===== config.mk =====
export PLATFORM = sky130hd
export DESIGN_NAME = scr1_avl_port_arbiter
export DESIGN_NICKNAME = d
export VERILOG_FILES = /design/src/rtl/scr1_avl_arb_pkg.sv /design/src/rtl/scr1_avl_rsp_id_fifo.sv /design/src/rtl/scr1_avl_port_arbiter.sv
export SDC_FILE = /design/constraint.sdc
export NUM_CORES = 1
export LEC_CHECK = 0
export ABC_AREA = 1
export ABC_CLOCK_PERIOD_IN_PS = 2600
export BUFFER_PORTS_ARGS = -buffer_cell sky130_fd_sc_hd__buf_2
export CORE_AREA = 4 4 121 123
export DETAILED_ROUTE_END_ITERATION = 10
export DIE_AREA = 0 0 125 127
export PLACE_DENSITY_LB_ADDON = 0.3
export SYNTH_ARGS = -nofsm -noshare
export SYNTH_HDL_FRONTEND = slang
export SYNTH_SLANG_ARGS = --single-unit

===== constraint.sdc =====
create_clock -name clk_riscv -period 2.6 [get_ports clk_riscv]
set_input_delay 0.65 -clock clk_riscv [delete_from_list [all_inputs] [get_ports clk_riscv]]
set_output_delay 0.65 -clock clk_riscv [all_outputs]
set_load 0.01 [all_outputs]

===== src/rtl/scr1_avl_arb_pkg.sv =====
// Shared types and constants for the imem/dmem Avalon port arbiter.
// Master IDs double as the response-ID FIFO payload.
package scr1_avl_arb_pkg;

  typedef enum logic {
    ARB_IDLE = 1'b0,
    ARB_HOLD = 1'b1
  } arb_state_e;

  typedef logic arb_id_t;

  localparam arb_id_t ARB_ID_IMEM = 1'b0;
  localparam arb_id_t ARB_ID_DMEM = 1'b1;

endpackage


===== src/rtl/scr1_avl_rsp_id_fifo.sv =====
// Synchronous FIFO of master IDs, one entry per outstanding read.
// DEPTH must be a power of two so the pointers wrap on their own.
module scr1_avl_rsp_id_fifo #(
  parameter int DEPTH = 4,
  parameter int W     = 1
) (
  input  logic                       clk_riscv,
  input  logic                       rst_in,
  input  logic                       push,
  input  logic [W-1:0]               push_data,
  input  logic                       pop,
  output logic                       full,
  output logic                       empty,
  output logic [W-1:0]               head,
  output logic [$clog2(DEPTH):0]     count
);

  localparam int AW = $clog2(DEPTH);
  localparam logic [AW:0] FULL_CNT = (AW+1)'(DEPTH);

  logic [W-1:0]  mem [DEPTH];
  logic [AW-1:0] wr_ptr;
  logic [AW-1:0] rd_ptr;
  logic          do_push;
  logic          do_pop;

  assign full    = (count == FULL_CNT);
  assign empty   = (count == '0);
  assign head    = mem[rd_ptr];
  assign do_push = push & ~full;
  assign do_pop  = pop & ~empty;

  // NOTE: the storage array has no reset; only pointers and count define
  // validity, so clearing the entries would cost reset fan-out for nothing.
  always_ff @(posedge clk_riscv) begin
    if (do_push) mem[wr_ptr] <= push_data;
  end

  // NOTE: sequential state uses non-blocking assignments only, so every
  // register samples pre-edge values regardless of statement order.
  always_ff @(posedge clk_riscv or negedge rst_in) begin
    if (!rst_in) begin
      wr_ptr <= '0;
      rd_ptr <= '0;
      count  <= '0;
    end else begin
      if (do_push) wr_ptr <= wr_ptr + 1'b1;
      if (do_pop)  rd_ptr <= rd_ptr + 1'b1;
      case ({do_push, do_pop})
        2'b10:   count <= count + 1'b1;
        2'b01:   count <= count - 1'b1;
        default: count <= count;
      endcase
    end
  end

endmodule


===== src/rtl/scr1_avl_port_arbiter.sv =====
// Two-master (imem=m0, dmem=m1) to one-slave Avalon-MM arbiter with
// zero-latency command muxing and ID-tagged pipelined read response routing.
module scr1_avl_port_arbiter #(
  parameter int ADDR_W     = 32,
  parameter int DATA_W     = 32,
  parameter int MAX_OUTST  = 4,
  parameter int FIXED_PRIO = 0
) (
  input  logic                clk_riscv,
  input  logic                rst_in,
  input  logic                m0_read,
  input  logic                m0_write,
  input  logic [ADDR_W-1:0]   m0_address,
  input  logic [DATA_W/8-1:0] m0_byteenable,
  input  logic [DATA_W-1:0]   m0_writedata,
  output logic                m0_waitrequest,
  output logic                m0_readdatavalid,
  output logic [DATA_W-1:0]   m0_readdata,
  output logic [1:0]          m0_response,
  input  logic                m1_read,
  input  logic                m1_write,
  input  logic [ADDR_W-1:0]   m1_address,
  input  logic [DATA_W/8-1:0] m1_byteenable,
  input  logic [DATA_W-1:0]   m1_writedata,
  output logic                m1_waitrequest,
  output logic                m1_readdatavalid,
  output logic [DATA_W-1:0]   m1_readdata,
  output logic [1:0]          m1_response,
  output logic                s_read,
  output logic                s_write,
  output logic [ADDR_W-1:0]   s_address,
  output logic [DATA_W/8-1:0] s_byteenable,
  output logic [DATA_W-1:0]   s_writedata,
  input  logic                s_waitrequest,
  input  logic                s_readdatavalid,
  input  logic [DATA_W-1:0]   s_readdata,
  input  logic [1:0]          s_response,
  output logic                err_orphan
);

  import scr1_avl_arb_pkg::*;

  localparam int CNT_W = $clog2(MAX_OUTST) + 1;
  localparam logic [CNT_W-1:0] MAX_CNT = CNT_W'(MAX_OUTST);

  arb_state_e       state;
  arb_id_t          hold_id;
  arb_id_t          last_id;
  arb_id_t          win_id;
  arb_id_t          sel_id;
  arb_id_t          fifo_head;
  logic             arb_en;
  logic             cmd_vld;
  logic             accept;
  logic             rd_ok;
  logic             fifo_full;
  logic             fifo_empty;
  logic             fifo_push;
  logic [CNT_W-1:0] rd_cnt;
  logic [1:0]       req_wr;
  logic [1:0]       req_rd;
  logic [1:0]       elig;

  // A simultaneous read+write is resolved as a write; the read is dropped.
  assign req_wr = {m1_write, m0_write};
  assign req_rd = {m1_read & ~m1_write, m0_read & ~m0_write};
  assign rd_ok  = (rd_cnt < MAX_CNT);
  assign elig   = req_wr | (req_rd & {2{rd_ok}});

  // NOTE: always_comb assigns a default first, so no path can infer a latch.
  always_comb begin
    win_id = elig[1] ? ARB_ID_DMEM : ARB_ID_IMEM;
    if (elig == 2'b11) win_id = (FIXED_PRIO != 0) ? ARB_ID_DMEM : ~last_id;
  end

  // arb_en is cleared asynchronously by reset, so the combinational command
  // path is silenced the instant rst_in falls, not at the next clock edge.
  assign sel_id  = (state == ARB_HOLD) ? hold_id : win_id;
  assign cmd_vld = arb_en & ((state == ARB_HOLD) | (|elig));
  assign accept  = cmd_vld & ~s_waitrequest;

  assign s_read       = cmd_vld & req_rd[sel_id];
  assign s_write      = cmd_vld & req_wr[sel_id];
  assign s_address    = sel_id ? m1_address    : m0_address;
  assign s_byteenable = sel_id ? m1_byteenable : m0_byteenable;
  assign s_writedata  = sel_id ? m1_writedata  : m0_writedata;

  assign m0_waitrequest = ~(accept & (sel_id == ARB_ID_IMEM));
  assign m1_waitrequest = ~(accept & (sel_id == ARB_ID_DMEM));

  assign fifo_push = accept & s_read & ~fifo_full;

  scr1_avl_rsp_id_fifo #(
    .DEPTH (MAX_OUTST),
    .W     (1)
  ) u_rsp_id_fifo (
    .clk_riscv (clk_riscv),
    .rst_in    (rst_in),
    .push      (fifo_push),
    .push_data (sel_id),
    .pop       (s_readdatavalid),
    .full      (fifo_full),
    .empty     (fifo_empty),
    .head      (fifo_head),
    .count     (rd_cnt)
  );

  assign m0_readdatavalid = s_readdatavalid & ~fifo_empty & (fifo_head == ARB_ID_IMEM);
  assign m1_readdatavalid = s_readdatavalid & ~fifo_empty & (fifo_head == ARB_ID_DMEM);
  assign m0_readdata      = s_readdata;
  assign m1_readdata      = s_readdata;
  assign m0_response      = s_response;
  assign m1_response      = s_response;

  always_ff @(posedge clk_riscv or negedge rst_in) begin
    if (!rst_in) begin
      state      <= ARB_IDLE;
      hold_id    <= ARB_ID_IMEM;
      last_id    <= ARB_ID_DMEM;
      arb_en     <= 1'b0;
      err_orphan <= 1'b0;
    end else begin
      arb_en <= 1'b1;
      if (accept) last_id <= sel_id;
      if (s_readdatavalid && fifo_empty) err_orphan <= 1'b1;
      case (state)
        ARB_IDLE: begin
          if (cmd_vld && s_waitrequest) begin
            state   <= ARB_HOLD;
            hold_id <= win_id;
          end
        end
        ARB_HOLD: begin
          if (!s_waitrequest) state <= ARB_IDLE;
        end
        default: state <= ARB_IDLE;
      endcase
    end
  end

endmodule


# --- Word-level counts from Yosys, hierarchy flattened ---
# Memory sizes are Yosys's and may differ from the RTL's.
# Index checks and enable logic that the tools add are counted.
word_totals:
  reg_bits: 12
  latchBits: 0
  mem_bits_rw: 4
  mem_bits_ro: 0
  inputBits: 178
  n_memories: 1
mem_list:
  columns: ["memory", "words", "width", "read_ports", "rd_clocked_by_memory_dff", "wr", "line", "rtl"]
  rows:
  - ["u_rsp_id_fifo.mem", 4, 1, 1, 0, 1, "scr1_avl_rsp_id_fifo.sv:21", "logic [W-1:0] mem [DEPTH];"]
classes:
  add_sub_neg: 4
  n_mul: 0
  n_div: 0
  order_cmp: 2
  n_eq_ne: 4
  shifts: 0
  muxes: 16
  bitwise_logic: 28
  n_reduce_logical: 6
ops:
  columns: ["operator", "count"]
  rows:
  - ["two-way mux 32 bit", 2]
  - ["bitwise AND 1 bit", 14]
  - ["two-way mux 1 bit", 11]
  - ["inverter 1 bit", 11]
  - ["one-hot mux 3 bit (2 select lines)", 1]
  - ["adder 2 x 1 -> 2 bit, second input constant", 2]
  - ["equality test 2 bit, second input constant", 2]
  - ["two-way mux 4 bit", 1]
  - ["adder 3 x 1 -> 3 bit, second input constant", 1]
  - ["equality test 3 bit, second input constant", 1]
  - ["logical NOT 3 bit", 1]
  - ["< comparator 3 bit, second input constant", 1]
  - ["subtractor 3 x 1 -> 3 bit, second input constant", 1]
  - ["bitwise AND 2 bit", 1]
  - ["equality test 2 x 1 -> 1 bit, second input constant", 1]
  - ["logical AND 1 bit", 2]
  - ["< comparator 1 x 2 -> 1 bit, second input constant", 1]
  - ["bitwise OR 2 bit", 1]
  - ["one-hot mux 1 bit (2 select lines)", 1]
  - ["AND reduction 2 bit", 1]
  - ["nonzero test 2 bit", 1]
  - ["OR reduction 2 bit", 1]
  - ["bitwise OR 1 bit", 1]

# --- Logic depth before layout (Yosys ltp) ---
logic_depth:
  word_depth: 15
  depth_mapped: 15

# --- Modules after synthesis ---
# Synthesis repeated with hierarchy kept, for this count alone.
unflattened:
  hier_cells: 412
  hier_area_um2: 2362.3
by_module_without_submodules:
  columns: ["mod", "n_inst", "cells_each", "area_each_um2"]
  rows:
  - ["scr1_avl_port_arbiter", 1, 339, 1721.7]
  - ["scr1_avl_rsp_id_fifo", 1, 73, 640.6]

# --- Worst setup path after synthesis ---
# OpenSTA, ideal clock, no wires.
synth_path:
  path_kind: "input -> register"
  from: "input m1_read"
  to: "register u_rsp_id_fifo.count[2]"
  setup_time_ns: 0.131
  t_arrival_ns: 2.256
  setup_slack_ns: 0.213
  stages: 12
  cell_sequence: "inv_1 > o21bai_2 > nand3_4 > a21oi_2 > nor2_4 > nand2_4 > ha_1 > inv_1 > fa_1 > a21oi_1 > o21ai_0 > xor2_1"
synth_via:
  elab_chain_cells: 14
  word_cells_on_any_way: 21
  cone_classes: "eq/ne (3); mux (6); bitwise (10); reduce/logical (2)"
synth_rtl:
  columns: ["element", "line", "rtl"]
  rows:
  - ["start, declared", "scr1_avl_port_arbiter.sv:20", "input logic m1_read,"]
  - ["bitwise AND 1 bit *", "scr1_avl_port_arbiter.sv:66", "assign req_rd = {m1_read & ~m1_write, m0_read & ~m0_write};"]
  - ["bitwise AND 2 bit", "scr1_avl_port_arbiter.sv:68", "assign elig = req_wr | (req_rd & {2{rd_ok}});"]
  - ["bitwise OR 2 bit", "scr1_avl_port_arbiter.sv:68", null]
  - ["equality test 2 bit or two-way mux 1 bit (tied branches)", "scr1_avl_port_arbiter.sv:73, scr1_avl_port_arbiter.sv:72", null]
  - ["two-way mux 1 bit", "scr1_avl_port_arbiter.sv:73", "if (elig == 2'b11) win_id = (FIXED_PRIO != 0) ? ARB_ID_DMEM : ~last_id;"]
  - ["two-way mux 1 bit", "scr1_avl_port_arbiter.sv:78", "assign sel_id = (state == ARB_HOLD) ? hold_id : win_id;"]
  - ["two-way mux 1 bit (implied by the code) (2 in series)", "scr1_avl_port_arbiter.sv:82", "assign s_read = cmd_vld & req_rd[sel_id];"]
  - ["bitwise AND 1 bit *", "scr1_avl_port_arbiter.sv:82", null]
  - ["named net s_read", "scr1_avl_port_arbiter.sv:29", "output logic s_read,"]
  - ["bitwise AND 1 bit * (2 in series)", "scr1_avl_port_arbiter.sv:91", "assign fifo_push = accept & s_read & ~fifo_full;"]
  - ["bitwise AND 1 bit *", "scr1_avl_rsp_id_fifo.sv:30", "assign do_push = push & ~full;"]
  - ["equality test 2 x 1 -> 1 bit or equality test 2 bit (tied branches)", "scr1_avl_rsp_id_fifo.sv:49", "case ({do_push, do_pop})"]
  - ["one-hot mux 3 bit (2 select lines) or nonzero test 2 bit (tied branches)", null, null]
  - ["end signal, assigned", "scr1_avl_rsp_id_fifo.sv:50", "2'b10: count <= count + 1'b1;"]
  - ["end signal, assigned", "scr1_avl_rsp_id_fifo.sv:51", "2'b01: count <= count - 1'b1;"]
  - ["end signal, assigned", "scr1_avl_rsp_id_fifo.sv:52", "default: count <= count;"]
  - ["end, declared", "scr1_avl_rsp_id_fifo.sv:15", "output logic [$clog2(DEPTH):0] count"]
# The timed path passes the listed nets; every way through them passes the cells marked *. The select of a mux whose other input is x is not followed.
# A chain may end at the register's enable or synchronous reset.

# --- Final worst setup path ---
layout_path:
  from: "input m1_write"
  to: "output s_writedata[0]"
layout_via:
  elab_chain_cells: 8
  word_cells_on_any_way: 9
  cone_classes: "eq/ne (1); mux (4); bitwise (4)"
layout_rtl:
  columns: ["element", "line", "rtl"]
  rows:
  - ["start, declared", "scr1_avl_port_arbiter.sv:21", "input logic m1_write,"]
  - ["inverter 1 bit", "scr1_avl_port_arbiter.sv:66", null]
  - ["bitwise AND 1 bit", "scr1_avl_port_arbiter.sv:66", null]
  - ["bitwise AND 2 bit", "scr1_avl_port_arbiter.sv:68", null]
  - ["bitwise OR 2 bit *", "scr1_avl_port_arbiter.sv:68", null]
  - ["equality test 2 bit or two-way mux 1 bit (tied branches)", "scr1_avl_port_arbiter.sv:73, scr1_avl_port_arbiter.sv:72", null]
  - ["two-way mux 1 bit *", "scr1_avl_port_arbiter.sv:73", null]
  - ["two-way mux 1 bit *", "scr1_avl_port_arbiter.sv:78", null]
  - ["two-way mux 32 bit *", "scr1_avl_port_arbiter.sv:86", "assign s_writedata = sel_id ? m1_writedata : m0_writedata;"]
  - ["end, declared", "scr1_avl_port_arbiter.sv:33", "output logic [DATA_W-1:0] s_writedata,"]
# Mark *: on every way between the ends. The rest lies on a longest branch, timed or not.

==> out/metrics.cfg <==
[run_status]
status = complete, no violations

[cts]
cts_resized = 0
clockBufferDepth = 2
numCtsBuffers = 3
ctsHoldBuffers = 0
clkLatencyLatePin_ns = 0.24
root_buffer = clkbuf_16
cts_max_level = 1
clock-sinks = 16
clk_pin_slew_worst_paths_ns = 0.05
tritoncts = done
postCtsSetupBuffers = 0

[placed_design]
gp_congestion = 0.726
dp_hpwl_um = 7940
port_buffers = 218
place_ws_ns = 0.0482

[timing]
slew_violations = 0
worst_slew_pin_slew_ns = 0.527
worst_slack_ns = 0.112
clock.fmax_mhz = 402
slew_headroom = 0.646
finalSetupTns_ns = 0
hold_viol = 0
period_minus_slack_ns = 2.49
rsz0062_at_grt = false
skew_ns = 0.00365
fin_crit_sh = 0.957
setup_viol_count_final = 0

[critical_path]
start_kind = input port
critPathSlowestCell = o21bai_2
cp.arrival_ns = 1.84
path_max_fanout = 30
max_stage_delay_ns = 0.22
crit_type = in -> out
crit_chain = buf_2, o21bai_2, nand3_4, nand2_4, inv_4, buf_12, nand2_1, nand2_1, buf_2
rrSetupSlack_ns = 0.41
critPathCaptureType = primary output
crit_required_ns = 1.95

[routing]
antenna_left = 0
dr.first_iter.drc_count = 114
avgRoutedWirePerCell_um = 12.9
wirelength_um = 9260
vias_per_cell = 3.70
dr.pass1.iters = 6
dr_total_vias = 2656
drc = 0

[finish]
regArea_um2 = 422
drive_above_1_share = 0.461
diodes = 0
syn_to_final_growth_pct = 40.3
fill_cells = 1605
multiInputGateArea_mm2 = 0.00121
finalNetCount = 723

[global_route]
grtUsageTotal = 0.108
grt-ovfl-total = 0
grt_max_degree = 38
antenna_found_initial = 0
grt_pass1_wl_um = 14000
grt_pass1_vias = 2562

[floorplanning]
die_h_um = 127
start_util = 0.168
placement_rows = 43
dieWidth_um = 125
dieArea_mm2 = 0.0159
core-area_mm2 = 0.0137
pin_count = 321

[logic_synthesis]
async_flop_share = 0.750
yosysSeqAreaShare = 0.184
synth_flop_cell = dfrtp_1
syn_inst = 390
ys_types = 34
yosysWarnings = 0
synth_edf_count = 4
ys_seq_elements = 16
syn_area_mm2 = 0.00229
syn-num-nets = 574
syn_area_per_cell_um2 = 5.88

[flow_run]
maxCapViolations = 0

[hold_path]
hp-class = in -> async

[pwr]
powerDensity_mw_per_mm2 = 734
power_leakage_uw = 0.00202
peakVddDrop_mv = 0.280

cell usage after synthesis (2+ instances only):
cell	n	area (um2)
o21ai_0	3	15.0
nand2_1	222	833
nand3_1	4	20.0
nand2_2	3	18.8
xor2_1	2	17.5
a21oi_1	3	15.0
buf_2	14	70.1
nor2_1	8	30.0
inv_2	2	7.51
nor2_2	4	25.0
nand2_4	2	22.5
edfxtp_1	4	120
inv_1	17	63.8
buf_4	68	510
ha_1	5	62.6
dfrtp_1	11	275
per-stage QoR:
stage | cells | area (um2) | total power, uW | hold slack, ns | utilization
global placement | 714 | 3140 | 2110 | 0.455 | 0.230
CTS | 718 | 3220 | 2410 | 0.286 | 0.235
finish | 718 | 3220 | 2360 | 0.277 | 0.235
global route | 718 | 3220 | 2620 | 0.309 | 0.235
floorplan | 390 | 2290 | 1480 | 0.354 | -
detailed placement | 714 | 3140 | 2100 | 0.460 | 0.230
flip-flops by register name (all words and copies together) (netlist names):
signal / flops
err_orphan: 1
u_rsp_id_fifo.count: 3
state: 1
arb_en: 1
hold_id: 1
u_rsp_id_fifo.wr_ptr: 2
last_id: 1
u_rsp_id_fifo.mem: 4
u_rsp_id_fifo.rd_ptr: 2
worst max-delay path: cells and delay by family:
kind / cells / cell delay [ns]
and+or+nand+nor: 4 / 0.36
AOI/OAI and AO/OA: 1 / 0.22
buffers and inverters: 4 / 0.57
cells by family (layout without fill, tap and decap cells):
group	count (synthesis)	after routing	synth area share
simple gates	247	247	0.433
other cells	1	1	0.00164
xor+xnor	3	3	0.0115
buf+inv	102	250	0.287
fa+ha+maj	6	6	0.0360
compound gates	15	15	0.0469
flops	16	16	0.184
worst paths after layout:
kind	start	end	cells past startpoint
max	m1_write	s_writedata[0]	9
min	rst_in	u_rsp_id_fifo.rd_ptr[1]$_DFFE_PN0P_	1
max reg2reg	u_rsp_id_fifo.count[2]$_DFFE_PN0P_	u_rsp_id_fifo.count[2]$_DFFE_PN0P_	11
min reg2reg	err_orphan$_DFFE_PN0P_	err_orphan$_DFFE_PN0P_	1
max in group asynchronous	rst_in	last_id$_DFFE_PN1N_	1
min in group clk_riscv	err_orphan$_DFFE_PN0P_	err_orphan$_DFFE_PN0P_	1
cell type report:
type	count	share of cell area
Sequential cell	16	0.131
Multi-Input combinational cell	272	0.377
Timing Repair Buffer	226	0.373
Clock buffer	4	0.0245
Inverter	20	0.0241
Tap cell	180	0.0700
per-layer routing:
layer	track usage	wire length [um]	up-vias
li1	-	-	1397
met2	0.189	4760	153
met5	0	0	-
met1	0.127	3400	1093
met4	0.0204	112	0
met3	0.0393	984	13
cells in the final DEF, fill, tap and decap left out, drive strengths merged:
master and instances:
nand2 227, buf 226, inv 20, nor2 13, dfrtp 11, ha 5, nand3 5, edfxtp 4
a21oi 4, o21ai 4, clkbuf 4, xor2 2, a21boi 2, nor3 2, o21bai 1, o31ai 1
a32oi 1, xnor2 1, a41o 1, o21a 1, fa 1, conb 1, dfstp 1
where the power goes:
group          switching (uW)  internal (uW)  leakage [uW]
Sequential               68.0            343      0.000177
Combinational             995            660       0.00181
Clock                    90.1            207     0.0000382
Total                    1150           1210       0.00202
Power figures use the tool's default switching activity.
